[config.mk]
export PLATFORM = sky130hd
export DESIGN_NAME = bus_arb_seq_flat
export DESIGN_NICKNAME = d
export VERILOG_FILES = /design/src/rtl/bus_arb_seq_if.sv /design/src/rtl/bus_arb_seq.sv /design/src/flat_wrapper.sv
export SDC_FILE = /design/constraint.sdc
export NUM_CORES = 1
export LEC_CHECK = 0
export ABC_AREA = 1
export CAP_MARGIN = 20
export CORE_AREA = 2 2 39 41
export DETAILED_ROUTE_END_ITERATION = 16
export DIE_AREA = 0 0 41 43
export DONT_BUFFER_PORTS = 1
export PLACE_DENSITY = 0.58
export SETUP_SLACK_MARGIN = 0.2
export SLEW_MARGIN = 20
export SYNTH_ARGS = -nofsm -noshare
export SYNTH_HDL_FRONTEND = slang
export SYNTH_SLANG_ARGS = --single-unit
[constraint.sdc]
create_clock -name clk -period 1.44 [get_ports clk]
set_input_delay 0 -clock clk [delete_from_list [all_inputs] [get_ports clk]]
set_output_delay 0 -clock clk [all_outputs]
set_load 0.03 [all_outputs]
[src/rtl/bus_arb_seq_if.sv]
// Arbiter bus bundle: two master requests, muxed strobe/ready in, grants and status out.
// Latency: none (wires only).
// Backpressure: none here; ready_i from the slave mux stalls the owning master.
`timescale 1ns/1ps
interface bus_arb_seq_if;
    logic req_m0;
    logic req_m1;
    logic addr_strobe_i;
    logic ready_i;
    logic grant_m0;
    logic grant_m1;
    logic owner_o;
    logic busy_o;
    logic timeout_o;

    // Requesting/bus side: drives requests and the muxed strobe/ready.
    modport master (
        output req_m0, req_m1, addr_strobe_i, ready_i,
        input  grant_m0, grant_m1, owner_o, busy_o, timeout_o
    );

    // Arbiter side.
    modport slave (
        input  req_m0, req_m1, addr_strobe_i, ready_i,
        output grant_m0, grant_m1, owner_o, busy_o, timeout_o
    );
endinterface

[src/rtl/bus_arb_seq.sv]
// Two-master round-robin bus arbiter with bus parking and optional stall timeout (BUS_TIMEOUT_EN).
// Latency: grant one cycle after request seen in IDLE; all outputs registered.
// Backpressure: ready_i low holds WAIT (grant kept) until ready or, with BUS_TIMEOUT_EN, abort.
`timescale 1ns/1ps
module bus_arb_seq #(
    parameter int TIMEOUT_CYCLES = 64
) (
    input  logic         clk,
    input  logic         rst,
    bus_arb_seq_if.slave bus
);

    typedef enum logic [1:0] {
        IDLE = 2'd0,
        OWN  = 2'd1,
        WAIT = 2'd2
    } state_t;

    state_t state_q;
    logic   grant_m0_q;
    logic   grant_m1_q;
    logic   last_owner_q;
    logic   busy_q;
    logic   timeout_q;
    // Low for the first edge after reset release so no grant lands on that edge.
    logic   armed_q;

    logic   owner_req;
    logic   other_req;
    logic   park;
    logic   pick;

    assign owner_req = last_owner_q ? bus.req_m1 : bus.req_m0;
    assign other_req = last_owner_q ? bus.req_m0 : bus.req_m1;
    // On completion: stay on the bus only if the owner still wants it and nobody else does.
    assign park      = owner_req & ~other_req;
    // Contested: the master that did not own last; otherwise the lone requester.
    assign pick      = (bus.req_m0 & bus.req_m1) ? ~last_owner_q : bus.req_m1;

`ifdef BUS_TIMEOUT_EN
    logic [7:0] cnt_q;
    localparam logic [7:0] CNT_LAST = 8'(TIMEOUT_CYCLES - 1);
`else
    logic [7:0] unused_timeout_cfg;
    assign unused_timeout_cfg = 8'(TIMEOUT_CYCLES);
`endif

    // Arbitration FSM with registered grants, owner, busy and timeout pulse.
    always_ff @(posedge clk or negedge rst) begin
        if (!rst) begin
            state_q      <= IDLE;
            grant_m0_q   <= 1'b0;
            grant_m1_q   <= 1'b0;
            last_owner_q <= 1'b1;
            busy_q       <= 1'b0;
            timeout_q    <= 1'b0;
            armed_q      <= 1'b0;
`ifdef BUS_TIMEOUT_EN
            cnt_q        <= 8'd0;
`endif
        end else begin
            timeout_q <= 1'b0;
            armed_q   <= 1'b1;
            case (state_q)
                IDLE: begin
                    if (armed_q && (bus.req_m0 || bus.req_m1)) begin
                        state_q      <= OWN;
                        busy_q       <= 1'b1;
                        last_owner_q <= pick;
                        grant_m0_q   <= ~pick;
                        grant_m1_q   <= pick;
                    end
                end
                OWN: begin
                    if (bus.addr_strobe_i) begin
                        if (bus.ready_i) begin
                            // Zero-wait slave: complete without visiting WAIT.
                            if (!park) begin
                                state_q    <= IDLE;
                                busy_q     <= 1'b0;
                                grant_m0_q <= 1'b0;
                                grant_m1_q <= 1'b0;
                            end
                        end else begin
                            state_q <= WAIT;
`ifdef BUS_TIMEOUT_EN
                            cnt_q   <= 8'd0;
`endif
                        end
                    end else if (!owner_req) begin
                        state_q    <= IDLE;
                        busy_q     <= 1'b0;
                        grant_m0_q <= 1'b0;
                        grant_m1_q <= 1'b0;
                    end
                end
                WAIT: begin
                    // ready_i takes priority over a timeout firing on the same edge.
                    if (bus.ready_i) begin
`ifdef BUS_TIMEOUT_EN
                        cnt_q <= 8'd0;
`endif
                        if (park) begin
                            state_q <= OWN;
                        end else begin
                            state_q    <= IDLE;
                            busy_q     <= 1'b0;
                            grant_m0_q <= 1'b0;
                            grant_m1_q <= 1'b0;
                        end
                    end
`ifdef BUS_TIMEOUT_EN
                    else if (cnt_q == CNT_LAST) begin
                        state_q    <= IDLE;
                        busy_q     <= 1'b0;
                        grant_m0_q <= 1'b0;
                        grant_m1_q <= 1'b0;
                        timeout_q  <= 1'b1;
                        cnt_q      <= 8'd0;
                    end else if (cnt_q != 8'hFF) begin
                        cnt_q <= cnt_q + 8'd1;
                    end
`endif
                end
                default: begin
                    state_q    <= IDLE;
                    busy_q     <= 1'b0;
                    grant_m0_q <= 1'b0;
                    grant_m1_q <= 1'b0;
`ifdef BUS_TIMEOUT_EN
                    cnt_q      <= 8'd0;
`endif
                end
            endcase
        end
    end

    assign bus.grant_m0  = grant_m0_q;
    assign bus.grant_m1  = grant_m1_q;
    assign bus.owner_o   = last_owner_q;
    assign bus.busy_o    = busy_q;
    assign bus.timeout_o = timeout_q;

endmodule
[src/flat_wrapper.sv]
// flat-port wrapper written by rule: the top's interface ports become plain ports
module bus_arb_seq_flat 
#(
    parameter int TIMEOUT_CYCLES = 64
)
  (clk, rst, bus_req_m0, bus_req_m1, bus_addr_strobe_i, bus_ready_i, bus_grant_m0, bus_grant_m1, bus_owner_o, bus_busy_o, bus_timeout_o);
  bus_arb_seq_if bus_i ();
  input  logic clk;
  input  logic rst;
  input wire logic [$bits(bus_i.req_m0)-1:0] bus_req_m0;
  input wire logic [$bits(bus_i.req_m1)-1:0] bus_req_m1;
  input wire logic [$bits(bus_i.addr_strobe_i)-1:0] bus_addr_strobe_i;
  input wire logic [$bits(bus_i.ready_i)-1:0] bus_ready_i;
  output wire logic [$bits(bus_i.grant_m0)-1:0] bus_grant_m0;
  output wire logic [$bits(bus_i.grant_m1)-1:0] bus_grant_m1;
  output wire logic [$bits(bus_i.owner_o)-1:0] bus_owner_o;
  output wire logic [$bits(bus_i.busy_o)-1:0] bus_busy_o;
  output wire logic [$bits(bus_i.timeout_o)-1:0] bus_timeout_o;
  assign bus_i.req_m0 = bus_req_m0;
  assign bus_i.req_m1 = bus_req_m1;
  assign bus_i.addr_strobe_i = bus_addr_strobe_i;
  assign bus_i.ready_i = bus_ready_i;
  assign bus_grant_m0 = bus_i.grant_m0;
  assign bus_grant_m1 = bus_i.grant_m1;
  assign bus_owner_o = bus_i.owner_o;
  assign bus_busy_o = bus_i.busy_o;
  assign bus_timeout_o = bus_i.timeout_o;
  bus_arb_seq #(.TIMEOUT_CYCLES(TIMEOUT_CYCLES)) u_core (.clk(clk), .rst(rst), .bus(bus_i));
endmodule
==> reports/results.tsv <==
stage	metric	value	unit
sta	Final Hold Viols	0	
layout	Net count, final	86	
die	# rows	14	
sta	fin crit share	85.9	%
placed_design	Placement Cell Area	495	µm²
global_routing	number of global-route vias before repair	382	
routing	WL/cell	9.45	µm
yosys	dominant cells by area after synthesis	dfrtp_1 32%, nand2_1 23%, dfstp_2 5.5%, nand2_2 5.3%, nor2_2 5.3%	
yosys	post-synth top area cell	dfrtp_1	
clocking	Num CTS Buffers	3	
critical_path	Worst R2R Setup Slack	200	ps
layout	P&R area growth vs syn	21.8	%
sta	Max Fclk	0.809	GHz
layout	share of cells above drive strength 1	26.6	%
global_routing	total grt overflow	0	
global_routing	first-pass GRT wire length	1.52	mm
yosys	syn avg cell area	6.70	µm²
pwr	Pwr Total	1.13	mW
yosys	Yosys top cell area share	31.6	%
run_status	status	finished, final reports clean	
clocking	clk sink count	7	
die	Die Span Y	43	µm
global_routing	largest net degree at the start of global routing	8	
clocking	H-tree level count	1	
placed_design	Buffers on Ports	0	
die	die area	1760	µm²
critical_path	reg2reg end	u_core.state_q[0]	
layout	multi-input logic area	278	µm²
placed_design	dpl ws	207	ps
critical_path	Reg2Reg Launch Point	u_core.bus.owner_o	
sta	fin. max-slew vios	0	
placed_design	gpl congestion	0.746	
critical_path	worst path arrival time	1380	ps
critical_path	Worst Setup Start Kind	flip-flop	
pwr	Leak	0.306	nW
job	max-cap violations	0	
layout	n_diodes	0	
pwr	pwr dens	1950	nW/µm²
layout	final core utilization	41.9	%
routing	Vias	446	
yosys	synth warn	0	
routing	Pre-Repair DR Iteration Count	4	
yosys	Synth cell types	18	
min_path	Hold EP	u_core.bus.grant_m1	
layout	Reg area	176	µm²
critical_path	R2R depth	9	
placed_design	placed cells	87	
layout	most frequent cells in the layout	27 x nand2_1, 6 x inv_1, 6 x dfrtp_1	
sta	setup ws final	203	ps
die	Die X	41	µm
routing	final antenna-violating net count	0	
min_path	WHS Path Cells	5	
critical_path	worst path required time	1580	ps
sta	hold_ws	7.45	ps
sta	min cycle time layout	1240	ps
die	initial core utilization	34.4	%
critical_path	CP Max Fanout	5	
layout	most common cell after layout, fill and taps aside	nand2_1	
yosys	Post-Syn Area	475	µm²
routing	vias per std cell	4.69	
routing	DRC Markers	0	
global_routing	initial antenna violation count	0	
layout	Layout fillers	151	
sta	setup TNS	0	ps
yosys	FF+latch count, synth	7	
clocking	clk slew on worst S/H paths	50	ps
placed_design	Final HPWL DP	696	µm
clocking	CTS tree	built	
clocking	CTS Buffer Depth	2	
routing	Routed WL	898	µm
yosys	Syn Inst Count	71	
sta	RSZ-0062 raised after global routing	yes	
sta	Final Setup Violations	0	
yosys	Seq/Total Area, Yosys	37.1	%
global_routing	gr usage total	12.6	%
sta	Worst Clk Skew	2.61	ps
layout	Final Non-Filler Cells	95	
clocking	latest clock arrival within the worst-skew pair	250	ps
min_path	Hold Crit Class	primary input to flip-flop	
min_path	HP Start	bus_ready_i	
die	I/O pins	11	
clocking	Root Buffer	clkbuf_4	
critical_path	Crit Path Category	flip-flop to flip-flop	
die	Core Box Area	1380	µm²
layout	Final Cell Area	579	µm²
yosys	syn nets	77	
routing	drt initial violations	10	
critical_path	Crit. End Element	flip-flop	
pwr	VDD IR max	0.000791	V
-- what timing repair did --
item                                    CTS  global route
endpoints found under the hold margin     8             0
hold buffers                              3             0
buffers inserted                          0             1
gates resized for setup                   1             4
endpoints found under the setup margin    1             4
pin swaps                                 0             0
-- how the worst max path moves through the flow --
stage          slack [ps]  cells past startpoint                end                from
6_report              200                      9  u_core.state_q[0]  u_core.bus.owner_o
5_1_grt               100                      9  u_core.state_q[0]  u_core.bus.owner_o
4_1_cts               200                      9  u_core.state_q[0]  u_core.bus.owner_o
3_5_place_dp          210                      9  u_core.state_q[0]  u_core.bus.owner_o
3_3_place_gp          240                      9  u_core.state_q[0]  u_core.bus.owner_o
2_1_floorplan         170                      9  u_core.state_q[0]  u_core.bus.owner_o
-- kinds of logic after synthesis --
logic type             after synthesis  synth area share (%)
AOI/OAI and AO/OA                    6                  7.89
DFF                                  7                  37.1
buffers and inverters               10                  8.68
and+or+nand+nor                     46                  44.7
other                                2                  1.58
-- state kept, by name, indices dropped and copies added, names as in the netlist --
name                 count
u_core.bus.grant_m1      1
u_core.bus.owner_o       1
u_core.bus.grant_m0      1
u_core.bus.busy_o        1
u_core.armed_q           1
u_core.state_q           2
-- layout make-up --
class                   instances  share of cell area [%]
clock buffers                   4                    4.54
well taps                      16                    3.46
inverters                       9                    5.83
multi-input cells              54                    47.9
repair buffers                  5                    7.78
flip-flops and latches          7                    30.5
-- per-layer routing --
| layer | wire length [µm] | vias up | global-route usage, % |
|---|---|---|---|
| met2 | 400 | 12 | 18.1 |
| met1 | 431 | 201 | 17.3 |
| met3 | 51 | 2 | 2.62 |
| li1 | - | 231 | - |
| met5 | 0 | - | 0 |
| met4 | 15 | 0 | 6.00 |
-- synth_stat cells --
cell type	number
nand2_1	29
nor2_2	4
dfstp_2	1
buf_4	1
o21ai_0	1
a21boi_0	3
inv_1	6
a21oi_1	1
nand2_2	4
inv_2	3
nand3_2	1
dfrtp_1	6
nand3_1	2
nand2_4	1
nor2_1	4
nand3b_1	1
conb_1	2
o21ai_1	1
-- critical path, stage by stage, from the launching register on --
cell and delay (ps):
dfstp_2 560, inv_2 50, nand2_2 70, nand2_4 60, nand2_2 70, nand2_4 70, nor2_4 80, nand2_1 50
nand2_1 50, nand2_1 40
-- power by group --
| group | internal [mW] | leakage, nW | switching [mW] |
|---|---|---|---|
| clock network | 0.106 | 0.0150 | 0.0703 |
| registers | 0.280 | 0.0852 | 0.149 |
| logic | 0.203 | 0.206 | 0.324 |
No activity file was read; power rests on OpenSTA's default activity.
